**src/rtl/instruction_encoder_loader.sv**
```systemverilog
// Packs data-processing instruction fields into 32-bit words and writes them to instruction RAM
// over MAR/MDR with an mfc handshake. Optional feature macro: COND_FIELD_EN.
module instruction_encoder_loader #(
    parameter int unsigned ADDR_W    = 8,
    parameter int unsigned BASE_ADDR = 0,
    parameter int unsigned TIMEOUT   = 15
) (
    input  logic              clk,
    input  logic              reset_n,
    input  logic              in_valid,
    output logic              in_ready,
    input  logic              format,
    input  logic [3:0]        opcode,
    input  logic              s_bit,
    input  logic [3:0]        ra,
    input  logic [3:0]        rc,
    input  logic [3:0]        rb,
    input  logic [1:0]        shift,
    input  logic [4:0]        shift_imm,
    input  logic [3:0]        rotate_imm,
    input  logic [7:0]        immediate,
    input  logic [3:0]        cond,
    output logic [ADDR_W-1:0] mar,
    output logic [31:0]       mdr,
    output logic              ram_en,
    output logic              rw,
    input  logic              mfc,
    input  logic              err_clr,
    output logic              err,
    output logic [ADDR_W-1:0] wr_count
);

    localparam int unsigned CNT_W = (TIMEOUT > 1) ? $clog2(TIMEOUT) : 1;

    typedef enum logic {StIdle, StWait} state_e;

    state_e           state_q;
    logic [CNT_W-1:0] tmo_cnt_q;
    logic [3:0]       cond_bits;
    logic [31:0]      word;

`ifdef COND_FIELD_EN
    assign cond_bits = cond;
`else
    // Condition field hard-wired to "always"; the cond port is intentionally ignored.
    logic unused_cond;
    assign unused_cond = ^cond;
    assign cond_bits   = 4'hE;
`endif

    always_comb begin
        word = '0;
        if (format) begin
            word = {cond_bits, 3'b001, opcode, s_bit, ra, rc, rotate_imm, immediate};
        end else begin
            word = {cond_bits, 3'b000, opcode, s_bit, ra, rc, shift_imm, shift, 1'b0, rb};
        end
    end

    assign in_ready = (state_q == StIdle);

    always_ff @(posedge clk or negedge reset_n) begin
        if (!reset_n) begin
            state_q   <= StIdle;
            tmo_cnt_q <= '0;
            mar       <= ADDR_W'(BASE_ADDR);
            mdr       <= '0;
            ram_en    <= 1'b0;
            rw        <= 1'b0;
            err       <= 1'b0;
            wr_count  <= '0;
        end else begin
            // A timeout on the same edge overrides the clear below.
            if (err_clr) begin
                err <= 1'b0;
            end
            unique case (state_q)
                StIdle: begin
                    if (in_valid) begin
                        mdr       <= word;
                        ram_en    <= 1'b1;
                        rw        <= 1'b1;
                        tmo_cnt_q <= '0;
                        state_q   <= StWait;
                    end
                end
                StWait: begin
                    // Completion wins over a timeout expiring on the same edge.
                    if (mfc) begin
                        ram_en   <= 1'b0;
                        rw       <= 1'b0;
                        mar      <= mar + ADDR_W'(4);
                        wr_count <= wr_count + ADDR_W'(1);
                        state_q  <= StIdle;
                    end else if (tmo_cnt_q == CNT_W'(TIMEOUT - 1)) begin
                        ram_en  <= 1'b0;
                        rw      <= 1'b0;
                        err     <= 1'b1;
                        state_q <= StIdle;
                    end else begin
                        tmo_cnt_q <= tmo_cnt_q + CNT_W'(1);
                    end
                end
                default: state_q <= StIdle;
            endcase
        end
    end

endmodule

```
**config.mk**
```make
export PLATFORM = sky130hd
export DESIGN_NAME = instruction_encoder_loader
export DESIGN_NICKNAME = d
export VERILOG_FILES = /design/src/rtl/instruction_encoder_loader.sv
export SDC_FILE = /design/constraint.sdc
export NUM_CORES = 1
export LEC_CHECK = 0
export CORE_ASPECT_RATIO = 0.8
export CORE_MARGIN = 4
export CORE_UTILIZATION = 38
export DETAILED_ROUTE_END_ITERATION = 10
export HOLD_SLACK_MARGIN = 0.03
export PLACE_DENSITY = 0.86
export SLEW_MARGIN = 25
export SYNTH_ARGS = -nofsm -noshare
export SYNTH_HDL_FRONTEND = slang
export SYNTH_SLANG_ARGS = --single-unit
```
**constraint.sdc**
```tcl
create_clock -name clk -period 1.2 [get_ports clk]
set_clock_uncertainty 0.05 [all_clocks]
set_input_delay 0.18 -clock clk [delete_from_list [all_inputs] [get_ports clk]]
set_output_delay 0.18 -clock clk [all_outputs]
set_load 0.05 [all_outputs]
```
==> out/metrics.csv <==
stage,metric,value,unit
status,status,finished with violations,
status,violations,setup timing,
power,powerDensity,2140,nW/um2
setup_path,r2r.worst_path.cells,5,
logic_synthesis,yosysTopAreaCell,dfrtp_1,
logic_synthesis,netlist_instances,171,
route,drt-pass1-iter-count,4,
clock_network,clock_latency,0.29,ns
global_routing,overflow,0,
setup_path,crit_path_start_kind,flip-flop,
layout,insertedDiodeCount,0,
min_path,min_path_type,in2async,
timing,setup_viol,32,
place,io_buffers,88,
floorplan,num_io_pins,98,
setup_path,r2r-start,tmo_cnt_q[0],
logic_synthesis,ys_top_cells_by_area,"dfrtp_1, mux2_4, mux2i_1, nand4_4, nand2_1",
logic_synthesis,netlist_area,2250,um2
setup_path,endpoint,tmo_cnt_q[0],
clock_network,clock_path_buffers,2,
timing,fin_crit,1.35,ns
clock_network,cts_buffers,5,
setup_path,worstReg2RegEnd,tmo_cnt_q[0],
logic_synthesis,ys_ff_latch,48,
place,dp_slack,-0.424,ns
route,num_vias,1700,
power,p_total,9.04,mW
global_routing,antenna_found_initial,0,
timing,finalCritPeriodShare,113,%
floorplan,fp.coreArea,5590,um2
place,gp_congestion,0.697,
setup_path,cp.depth,5,
run,drv_cap,0,
layout,layout_commonest_cell,buf_12,
global_routing,grt_use_total,16.0,%
clock_network,clk_pin_slew,0.09,ns
place,dp_hpwl,4230,um
power,p_leak,1.94,nW
layout,area_growth,87.6,%
setup_path,crit_chain,inv_1 > ha_1 > nand3_2 > nand3b_1 > mux2i_1,
route,viasPerCell,4.71,
setup_path,path_max_fanout,4,
global_routing,met3_usage,5.19,%
layout,final_util,75.7,%
floorplan,die_x,94.1,um
floorplan,die-area,7230,um2
timing,final.setup.worst_slack,-0.152,ns
setup_path,crit_buf_inv,1,
setup_path,rrSetupSlack,-0.15,ns
global_routing,grt_pass1_wl,8960,um
layout,fin_nets,332,
floorplan,start_util,40.3,%
clock_network,root_buffer,clkbuf_8,
route,drcViolationCount,0,
logic_synthesis,yosysSeqAreaShare,53.3,%
setup_path,crit_type,reg2reg,
logic_synthesis,synth_top_area_share,53.3,%
timing,grt_setup_unrepaired,true,
timing,fmax,740,MHz
route,final_antenna_net_count,0,
layout,final_cell_mix,"buf_12, clkdlybuf4s50_1, dfrtp_1, mux2i_1, dfrtp_2",
global_routing,grt-busiest-layer,met2,
setup_path,end_kind,flip-flop,
floorplan,die_h,76.9,um
setup_path,cpPeakStageDelay,0.38,ns
layout,fin_area,4230,um2
layout,drive_gt1_share,49.5,%
setup_path,cp.required,1.36,ns
setup_path,cp_top_family,flip-flops,
setup_path,crit_path_top_delay_cell,dfrtp_1,
logic_synthesis,ys.warnings.count,0,
place,placed_cell_area,3760,um2
logic_synthesis,synth_cell_type_count,31,
global_routing,met2_usage,28.3,%
timing,finalHoldViolCount,0,
power,irDropWorstVdd,943,uV
floorplan,rows,24,
clock_network,cts_max_level,2,
global_routing,grt_pass1_vias,1740,
route,totalWireLength,5970,um
setup_path,critPathLaunch,tmo_cnt_q[0],
logic_synthesis,avgSynthCellArea,13.2,um2
global_routing,grtUsageMet1,19.0,%
route,drt_iter0_markers,55,
global_routing,grt_max_degree,49,
setup_path,cp.arrival,1.51,ns
clock_network,clkSinkCount,48,
timing,slew_viol_final,0,
route,wire_per_inst,16.5,um
clock_network,cts_tree,yes,
what timing repair did:
| item | CTS | global route |
|---|---|---|
| cloned | 2 | 3 |
| buffers inserted | 9 | 3 |
| endpoints found under the hold margin | 48 | 0 |
| endpoints found under the setup margin | 49 | 48 |
| pin swaps | 2 | 12 |
| hold buffers | 1 | 0 |
| resized for setup | 10 | 30 |
state kept, by name, indices dropped and copies added, names as in the netlist:
name / count
err: 1
mar: 6
mdr: 27
tmo_cnt_q: 4
state_q: 1
rw: 1
wr_count: 8
through the flow:
step	hold WS, ns	instances	setup TNS [ns]
6_report	0.336	361	-2.33
4_1_cts	0.360	355	-1.05
2_1_floorplan	-0.166	175	-0.779
3_5_place_dp	0.142	338	-12.85
3_3_place_gp	0.131	338	-10.78
5_1_grt	0.359	361	-3.86
metal layers:
layer | vias up | wire length (um) | part of all wire (%)
li1 | 796 | - | -
met1 | 841 | 2430 | 41
met2 | 61 | 3150 | 53
met3 | 2 | 377 | 6.3
met4 | 0 | 21 | 0.35
met5 | - | 0 | 0
report_power, final:
group / switching, mW / total (mW) / internal [mW]
clock network: 0.546 / 1.59 / 1.04
logic: 2.26 / 4.73 / 2.47
registers: 0.647 / 2.72 / 2.07
cell type report:
class,instances,area (um2)
Clock inverter,3,90.1
Tap cell,78,97.6
Clock buffer,5,68.8
Timing Repair Buffer,115,1690
Inverter,3,11.3
Sequential cell,48,1220
Fill cell,336,1360
Multi-Input combinational cell,109,1050
how the worst min path moves through the flow:
stage,startpoint,end,slack [ns],cells after the start
final,reset_n,wr_count[5],0.34,3
after global routing,reset_n,mdr[19],0.36,3
after CTS,reset_n,mdr[19],0.36,3
after detailed placement,reset_n,wr_count[7],0.14,2
after global placement,reset_n,wr_count[7],0.13,2
after floorplan,reset_n,err,-0.17,0
logic make-up after synthesis:
kind of cell | share of synthesized area (%)
compound gates | 3.78
xor+xnor | 6.05
fa+ha+maj | 2.22
buf+inv | 6.88
flops | 53.3
mux | 15.9
other cells | 0.166
simple gates | 11.7
synth_stat cells (all sizes together):
cell type  count
a31oi          1
and2           1
and3           3
and3b          1
buf           17
conb           1
dfrtp         48
ha             4
inv            3
mux2          16
mux2i         14
nand2         21
nand2b         2
nand3          2
nand3b         2
nand4          6
nor2           1
o21ai         14
o32ai          1
xnor2         10
xor2           3
worst register-to-register path: cells and delay by family, from the launching register on:
kind          cells  cell delay (ns)
flops             1             0.38
simple gates      2             0.33
mux               1             0.27
fa+ha+maj         1             0.17
buf+inv           1             0.07
No activity file was read; power rests on OpenSTA's default activity.
